--- config.mk ---
export PLATFORM = sky130hd
export DESIGN_NAME = os_framer_pp
export DESIGN_NICKNAME = d
export VERILOG_FILES = /design/src/rtl/os_framer_pp.sv
export SDC_FILE = /design/constraint.sdc
export NUM_CORES = 1
export LEC_CHECK = 0
export BUFFER_PORTS_ARGS = -buffer_cell sky130_fd_sc_hd__buf_2
export CAP_MARGIN = 20
export CORE_MARGIN = 2
export CORE_UTILIZATION = 56
export CTS_BUF_LIST = sky130_fd_sc_hd__clkbuf_4 sky130_fd_sc_hd__clkbuf_8
export CTS_CLUSTER_SIZE = 40
export DETAILED_ROUTE_END_ITERATION = 10
export PLACE_DENSITY = 0.75
export SLEW_MARGIN = 10
export SYNTH_ARGS = -nofsm -noshare
export SYNTH_HDL_FRONTEND = slang
export SYNTH_SLANG_ARGS = --single-unit
--- constraint.sdc ---
create_clock -name clk -period 3.45 [get_ports clk]
set_input_delay 0.5175 -clock clk [delete_from_list [all_inputs] [get_ports clk]]
set_output_delay 0.5175 -clock clk [all_outputs]
set_load 0.05 [all_outputs]
--- src/rtl/os_framer_pp.sv ---
// Overlap framer: emits blocks of 2N samples (previous N plus new N) from a 3-bank ring.
// Optional block counter port blk_cnt enabled by macro OS_FRAMER_BLKCNT_EN.
module os_framer_pp #(
    parameter int DWIDTH = 9,
    parameter int OS_N   = 16
) (
    input  logic                     clk,
    input  logic                     rst,
    input  logic                     in_valid,
    output logic                     in_ready,
    input  logic signed [DWIDTH-1:0] in_I,
    input  logic signed [DWIDTH-1:0] in_Q,
    input  logic                     out_ready,
    output logic                     out_valid,
    output logic                     out_start,
    output logic                     out_last,
    output logic signed [DWIDTH-1:0] out_I,
    output logic signed [DWIDTH-1:0] out_Q
`ifdef OS_FRAMER_BLKCNT_EN
    ,
    output logic [15:0]              blk_cnt
`endif
);
    localparam int LN = $clog2(OS_N);

    typedef enum logic [1:0] {WAIT, OVL, NEW} state_t;

    logic signed [DWIDTH-1:0] mem_i [3][OS_N];
    logic signed [DWIDTH-1:0] mem_q [3][OS_N];

    state_t                   st_q;
    logic [LN-1:0]            fidx_q;
    logic [1:0]               fbank_q, obank_q, nbank_q;
    logic [LN:0]              oidx_q;
    logic                     pend_q, first_q, bfirst_q, in_ready_q;
    logic                     ov_q, os_q, ol_q;
    logic signed [DWIDTH-1:0] oi_q, oq_q;

    logic        acc, bank_done, hs, blk_end, start, ld, zero, pend_d;
    logic [LN:0] ld_idx;
    logic [1:0]  ld_bank, rd_bank;

    assign acc       = in_valid && in_ready_q;
    assign bank_done = acc && (fidx_q == LN'(OS_N - 1));
    assign hs        = ov_q && out_ready;
    assign blk_end   = hs && ol_q;
    // A block may start as soon as its new bank is complete, even in the same cycle
    assign start     = (pend_q || bank_done) && (st_q == WAIT || blk_end);
    assign ld        = start || (hs && !ol_q);
    assign ld_idx    = start ? '0 : oidx_q + (LN+1)'(1);
    assign ld_bank   = start ? nbank_q : obank_q;
    assign rd_bank   = ld_idx[LN] ? ld_bank : ((ld_bank == 2'd0) ? 2'd2 : ld_bank - 2'd1);
    assign zero      = !ld_idx[LN] && (start ? first_q : bfirst_q);
    // Holding a second complete bank while a block is active means the next fill would hit the overlap bank
    assign pend_d    = (pend_q || bank_done) && !start;

    always_ff @(posedge clk) begin
        if (acc) begin
            mem_i[fbank_q][fidx_q] <= in_I;
            mem_q[fbank_q][fidx_q] <= in_Q;
        end
    end

    always_ff @(posedge clk or posedge rst) begin
        if (rst) begin
            st_q       <= WAIT;
            fidx_q     <= '0;
            fbank_q    <= 2'd0;
            obank_q    <= 2'd0;
            nbank_q    <= 2'd0;
            oidx_q     <= '0;
            pend_q     <= 1'b0;
            first_q    <= 1'b1;
            bfirst_q   <= 1'b1;
            in_ready_q <= 1'b1;
            ov_q       <= 1'b0;
            os_q       <= 1'b0;
            ol_q       <= 1'b0;
            oi_q       <= '0;
            oq_q       <= '0;
        end else begin
            if (acc) begin
                fidx_q <= fidx_q + LN'(1);
                if (bank_done) fbank_q <= (fbank_q == 2'd2) ? 2'd0 : fbank_q + 2'd1;
            end
            pend_q     <= pend_d;
            in_ready_q <= !pend_d;
            if (start) begin
                obank_q  <= nbank_q;
                nbank_q  <= (nbank_q == 2'd2) ? 2'd0 : nbank_q + 2'd1;
                bfirst_q <= first_q;
                first_q  <= 1'b0;
            end
            if (ld) begin
                st_q   <= ld_idx[LN] ? NEW : OVL;
                oidx_q <= ld_idx;
                ov_q   <= 1'b1;
                os_q   <= (ld_idx == '0);
                ol_q   <= (ld_idx == (LN+1)'(2*OS_N - 1));
                oi_q   <= zero ? '0 : mem_i[rd_bank][ld_idx[LN-1:0]];
                oq_q   <= zero ? '0 : mem_q[rd_bank][ld_idx[LN-1:0]];
            end else if (blk_end) begin
                st_q <= WAIT;
                ov_q <= 1'b0;
                os_q <= 1'b0;
                ol_q <= 1'b0;
            end
        end
    end

`ifdef OS_FRAMER_BLKCNT_EN
    logic [15:0] cnt_q;
    always_ff @(posedge clk or posedge rst) begin
        if (rst)          cnt_q <= '0;
        else if (blk_end) cnt_q <= cnt_q + 16'd1;
    end
    assign blk_cnt = cnt_q;
`endif

    assign in_ready  = in_ready_q;
    assign out_valid = ov_q;
    assign out_start = os_q;
    assign out_last  = ol_q;
    assign out_I     = oi_q;
    assign out_Q     = oq_q;
endmodule

**Word level (Yosys, flattened, before mapping)**

Memories as Yosys holds them, arrays and structs flattened.
Index checks and enable logic that the tools add are counted.

- Bits in registers: 42
- Bits in writable memories: 864
- Bits of input ports: 22
- Output and inout port bits: 22
- Word-level logic and storage cells: 78
- Memories: 2

- Add/subtract/negate cells: 5
- Order comparisons: 3
- Eq/ne operators: 4
- Multiplexer cells: 26
- Bitwise gates (word level): 2
- Reduce and logical (&&, ||, !) cells: 21

Memories:

| name | words | width | read ports | clocked after Yosys merged registers in | wr ports | RTL line | text |
|---|---|---|---|---|---|---|---|
| mem_i | 3 | 144 | 1 | 0 | 1 | 28 | `logic signed [DWIDTH-1:0] mem_i [3][OS_N];` |
| mem_q | 3 | 144 | 1 | 0 | 1 | 29 | `logic signed [DWIDTH-1:0] mem_q [3][OS_N];` |

Operators by type and width:

| kind | number |
|---|---|
| $mux 144 | 1 |
| $bmux 9 s4 | 2 |
| $mux 9 | 7 |
| $demux 9 s4 | 1 |
| $mux 2 | 8 |
| $ge 5x5->1 const B | 2 |
| $not 4->5 | 2 |
| $logic_and 1x1->1 | 9 |
| $mux 1 | 6 |
| $add 5x1->5 const B | 1 |
| $eq 5x5->1 const B | 1 |
| $logic_not 5->1 | 1 |
| $lt 5x1->1 const B | 1 |
| $mux 5 | 1 |
| $add 2x1->2 const B | 2 |
| $add 4x1->4 const B | 1 |
| $eq 2x2->1 const B | 2 |
| $eq 4x4->1 const B | 1 |
| $logic_not 1->1 | 4 |
| $logic_not 2->1 | 2 |
| $logic_or 1x1->1 | 3 |
| $reduce_and 2->1 | 1 |
| $reduce_bool 2->1 | 1 |
| $sub 2x1->2 const B | 1 |

**Depth between registers and ports, before layout**

An unclocked memory read counts as a cell.

- Depth after elaboration: 13
- Gate-level depth with buffers: 19

**Worst setup path before layout**

No wires, ideal clock.

- Path kind: reg-to-reg
- From: register in_ready_q, in the netlist in_ready
- To: register oi_q[3], in the netlist out_I[3]
- Setup time: 0.068 ns
- Arrival: 3.892 ns
- Data required time: 3.382 ns
- Path slack: -0.511 ns
- Stages on the path, launching flop included: 15
- Path buffers: 3
- Cell sequence: dfstp_2 and3_4 buf_6 a31oi_4 nor2_1 clkbuf_1 clkbuf_1 mux2i_1 ha_1 mux2_2 or4_1 a21oi_1 nor4_1 a2111oi_2 a32o_1

- Word-level cells in the longest chain between the ends: 13
- Elaborated cells on any way between the ends: 20

RTL lines:

| what | RTL line | text |
|---|---|---|
| start, declared | 35 | `logic pend_q, first_q, bfirst_q, in_ready_q;` |
| start signal, assigned | 87 | `in_ready_q <= !pend_d;` |
| $logic_and 1x1->1 * | 43 | `assign acc = in_valid && in_ready_q;` |
| $logic_and 1x1->1 * | 44 | `assign bank_done = acc && (fidx_q == LN'(OS_N - 1));` |
| $logic_or 1x1->1 * | 48 | `assign start = (pend_q \|\| bank_done) && (st_q == WAIT \|\| blk_end);` |
| $logic_and 1x1->1 * | 48 |  |
| $mux 2 | - |  |
| $sub 2x1->2 or $logic_not 2->1 (tied branches) | 52 | `assign rd_bank = ld_idx[LN] ? ld_bank : ((ld_bank == 2'd0) ? 2'd2 : ld_bank - 2'd1);` |
| $mux 2 (2 in series) | 52 |  |
| $mem_v2 3x144 | - |  |
| $bmux 9 s4 | 100 | `oi_q <= zero ? '0 : mem_i[rd_bank][ld_idx[LN-1:0]];` |
| $mux 9 (implied by the code) (2 in series) | 100 |  |
| $mux 9 | 100 |  |
| end signal, assigned | 100 |  |
| end, declared | 37 | `logic signed [DWIDTH-1:0] oi_q, oq_q;` |

Every way passes the cells marked *; elsewhere a longest branch is shown, timed or not. The select of a mux whose other input is x is not followed.
A chain may end at the register's enable or synchronous reset.

**Worst setup path after layout**

Ends and elaborated chain as after synthesis.

==> impl_results.md <==
* Largest area contributor in the netlist: edfxtp_1
* Worst R2R Setup Slack at around 35 ps
* Largest net degree at the start of global routing at 53
* Commonest cells in the netlist: edfxtp_1 (864), nand2_1 (211), o22ai_1 (132), nor2_1 (124), o221ai_1 (102)
* Hold Slack at ~190 ps
* Ys Warns at 0
* Mean Syn Cell Area at roughly 16 sq um
* Routability cong. at 0.9876
* CP required at roughly 4200 ps
* CTS tree: built
* GRT Util Overall at 31.71%
* Post-route ant nets at 0
* Worst min-delay path startpoint: in_Q[2]
* WP data arrival at about 4200 ps
* Sequential share of power at 33.7%
* Power Total at 38.89 mW
* Die X at between 200 and 300 microns
* Starting DRC count in detailed routing at 3556
* Worst Slack Setup Final at approximately 35 ps
* CTS buffer count at ~140
* Critical Path Fanout Max at 9
* M3 GR Usage at 9.468%
* Footprint of the multi-input gates at about 0.0074 sq mm
* Number of I/O port buffers at 43
* Yosys cell types at slightly above 70
* Slew Viols, Final at 0
* Post-synth ARST share at under 10%
* Flops & latches, synth at between 900 and 1000
* Worst hold path class: in -> reg
* Switching share of power at around two fifths
* Clock Skews at 42.10 ps
* Clock Latency Late Sink at between 800 and 900 ps
* Die Area at around 0.064 sq mm
* Sw power at between 15 and 20 mW
* Logic gate share of total power at a little over two fifths
* Initial antenna violation count at 3
* Congestion Overflow GR at 0
* Unrepaired setup endpoints after global routing: true
* Max_slew headroom at a little over a fifth
* EDFF count, synth at 864
* Final Non-Filler Cells at ~3400
* Root buf cell: clkbuf_8
* Top-area cell type share of the netlist area at about 75%
* WL final at just over 100000 microns
* Clock tree buffer depth at 3
* Power density cells at about 950 mW/mm^2
* Worst slew pin tran at between 1000 and 1500 ps
* H-tree depth at 4
* Top FF cell, synth: edfxtp_1
* Met1 usage at a little over 40%
* Leakage at between 10 and 15 nW
* MaxCap Viol Count at 0
* Vias in the first global route at ~22000
* Synth Instances at ~2200
* Register Area at 0.02700 sq mm
* VDD IR-drop max at 677.2 uV
* Final setup fails at 0
* Crit-path cells: and3_4, a31oi_4, buf_4, o21ai_4, buf_4, mux2_4, or4_4, a21oi_2, nor4_2, a2111oi_2, a32o_1
* Sequential cell area fraction in the yosys report at 77.61%
* Setup crit end: out_I[3]
* CP Class: reg -> reg
* Placed instance area at approximately 0.038 sq mm
* TritonRoute pass-1 iters at 6
* Clock transition at path regs at around 60 ps
* Inst Count DP at between 3000 and 4000
* CP Depth at 11
* Slowest-stage cell, CP: or4_4
* Top post-synthesis cells by area: edfxtp_1 (75%), dfrtp_1 (2.8%), o221ai_1 (2.6%)
* Worst r2r dst: out_I[3]
* Critical path startpoint: in_ready
* Worst path max stage delay at 550 ps
* DPL Wire Length at 59740 microns
* First-pass GRT wire length at around 140000 microns
* Ports at 44
* Worst setup SP type: flop
* Fin crit share at 98.97%
* Most numerous cell in the Yosys netlist: edfxtp_1
* DRC Markers at 0
* Hold Vio Cnt, Final at 0
* Initial core utilization at 56.48%
* Average vias per placed instance at ~6.7
* Run status: finished, final reports clean
* Area grow syn2layout at 17.26%
* Reg-to-Reg Start: in_ready
* Clock power frac at between 20% and 30%
* Core Rows at 91
* FF-to-FF path depth at 11
* Critical path buffers and inverters at 2
* Share of post-route cells with drive strength above 1 at 24.22%
* Final core occ at 66.23%
* WL/cell at 29.51 microns
* Cell family with most CP delay: compound AO/OA/AOI/OAI gates
* Design area at ~0.041 sq mm
* GR Util met2 at 48.59%
* Num Clock Sinks at ~910
* Chip height at approximately 250 microns
* Core area at between 0.06 and 0.07 sq mm
* Fmax at ~290 MHz
* Syn Nets at 2231
* Cell repeated most along the worst path: buf_4
* Vias at ~23000
* Final Critical Period at approximately 3400 ps
* Setup TNS at 0 ps
* Layer with the highest usage: met2
* Number of filler cells placed in the layout at ~4000
* Mapped Area at ~0.035 sq mm
* Final nets at between 2000 and 2500
* Crit end category: flop
* DP Worst Slack at -569.9 ps
* Pint at 23.52 mW
-- final cells by class --
| type | instances | area share, % |
|---|---|---|
| Clock inverter | 46 | 0.8435 |
| Antenna cell | 4 | 0.02454 |
| Multi-Input combinational cell | 1138 | 18.23 |
| Tap cell | 837 | 2.567 |
| Inverter | 14 | 0.1380 |
| Sequential cell | 906 | 66.19 |
| Timing Repair Buffer | 268 | 5.739 |
| Clock buffer | 213 | 6.266 |
-- per-layer routing --
metal | wire length [microns] | vias up
met5 | 10 | -
met4 | 5271 | 2
met3 | 13980 | 319
met2 | 46650 | 1837
met1 | 35190 | 11320
li1 | - | 9412
-- registers in the layout, summed over array words and instances, names as in the netlist --
signal     count
out_I          9
in_ready       1
fbank_q        2
mem_i        432
pend_q         1
out_last       1
fidx_q         4
first_q        1
out_Q          9
oidx_q         5
obank_q        2
out_start      1
mem_q        432
st_q           2
bfirst_q       1
nbank_q        2
out_valid      1
-- kinds of logic (layout without fill, tap and decap cells) --
group	Yosys count	count (layout)	share of synthesized area, %
simple gates	476	476	5.866
mux	87	89	2.658
fa+ha+maj	6	6	0.2158
other cells	0	4	0
buf+inv	161	541	2.075
compound gates	557	557	11.31
xor+xnor	10	10	0.2733
flops	906	906	77.61
-- cells in the final DEF (no fill, tap or decap), types with 8 or more instances in the layout --
cell type  instances
nor3_1            27
o311ai_0          12
nor2_1            90
o21ai_0           69
clkinv_1          24
a21oi_1           57
nor2_2            31
nand3_1           62
a31oi_1           34
a32o_1             8
a32oi_1           18
o221ai_1         102
nor4_1             9
buf_4            186
o21ai_1            9
buf_12            32
mux2_2            38
edfxtp_1         864
a221oi_1          10
mux2i_1           44
a211oi_1          17
buf_2             43
o22a_1            11
clkbuf_4          60
inv_1             12
dfrtp_1           38
nand2_1          208
clkbuf_8         153
a22oi_1            9
o22ai_1          130
-- worst min-delay path by stage --
| stage | end | slack, ps | cells past startpoint |
|---|---|---|---|
| floorplan | bfirst_q | 440 | 2 |
| CTS | mem_i[0][49] | 390 | 1 |
| finish | mem_q[2][101] | 190 | 1 |
| global route | mem_q[2][101] | 170 | 1 |
| global placement | bfirst_q | 450 | 2 |
| detailed placement | bfirst_q | 460 | 2 |
-- power by group through the flow --
| stage | clock network, mW | registers, mW | logic, mW |
|---|---|---|---|
| after CTS | 9.23 | 13.1 | 15.6 |
| after detailed placement | 0 | 13.3 | 15.5 |
| after global placement | 0 | 13.3 | 15.3 |
| after floorplan | 0 | 13.5 | 7.90 |
| final | 9.17 | 13.1 | 16.6 |
| after global routing | 9.71 | 13.1 | 17.2 |
-- what timing repair did --
item | 4_1_cts | 5_1_grt
cloned | 0 | 3
endpoints found under the setup margin | 4 | 16
pin swaps | 0 | 11
resized for setup | 6 | 26
hold endpoints to repair | 32 | 0
hold buffers | 3 | 0
buffers inserted | 0 | 14
Power figures use the tool's default switching activity.
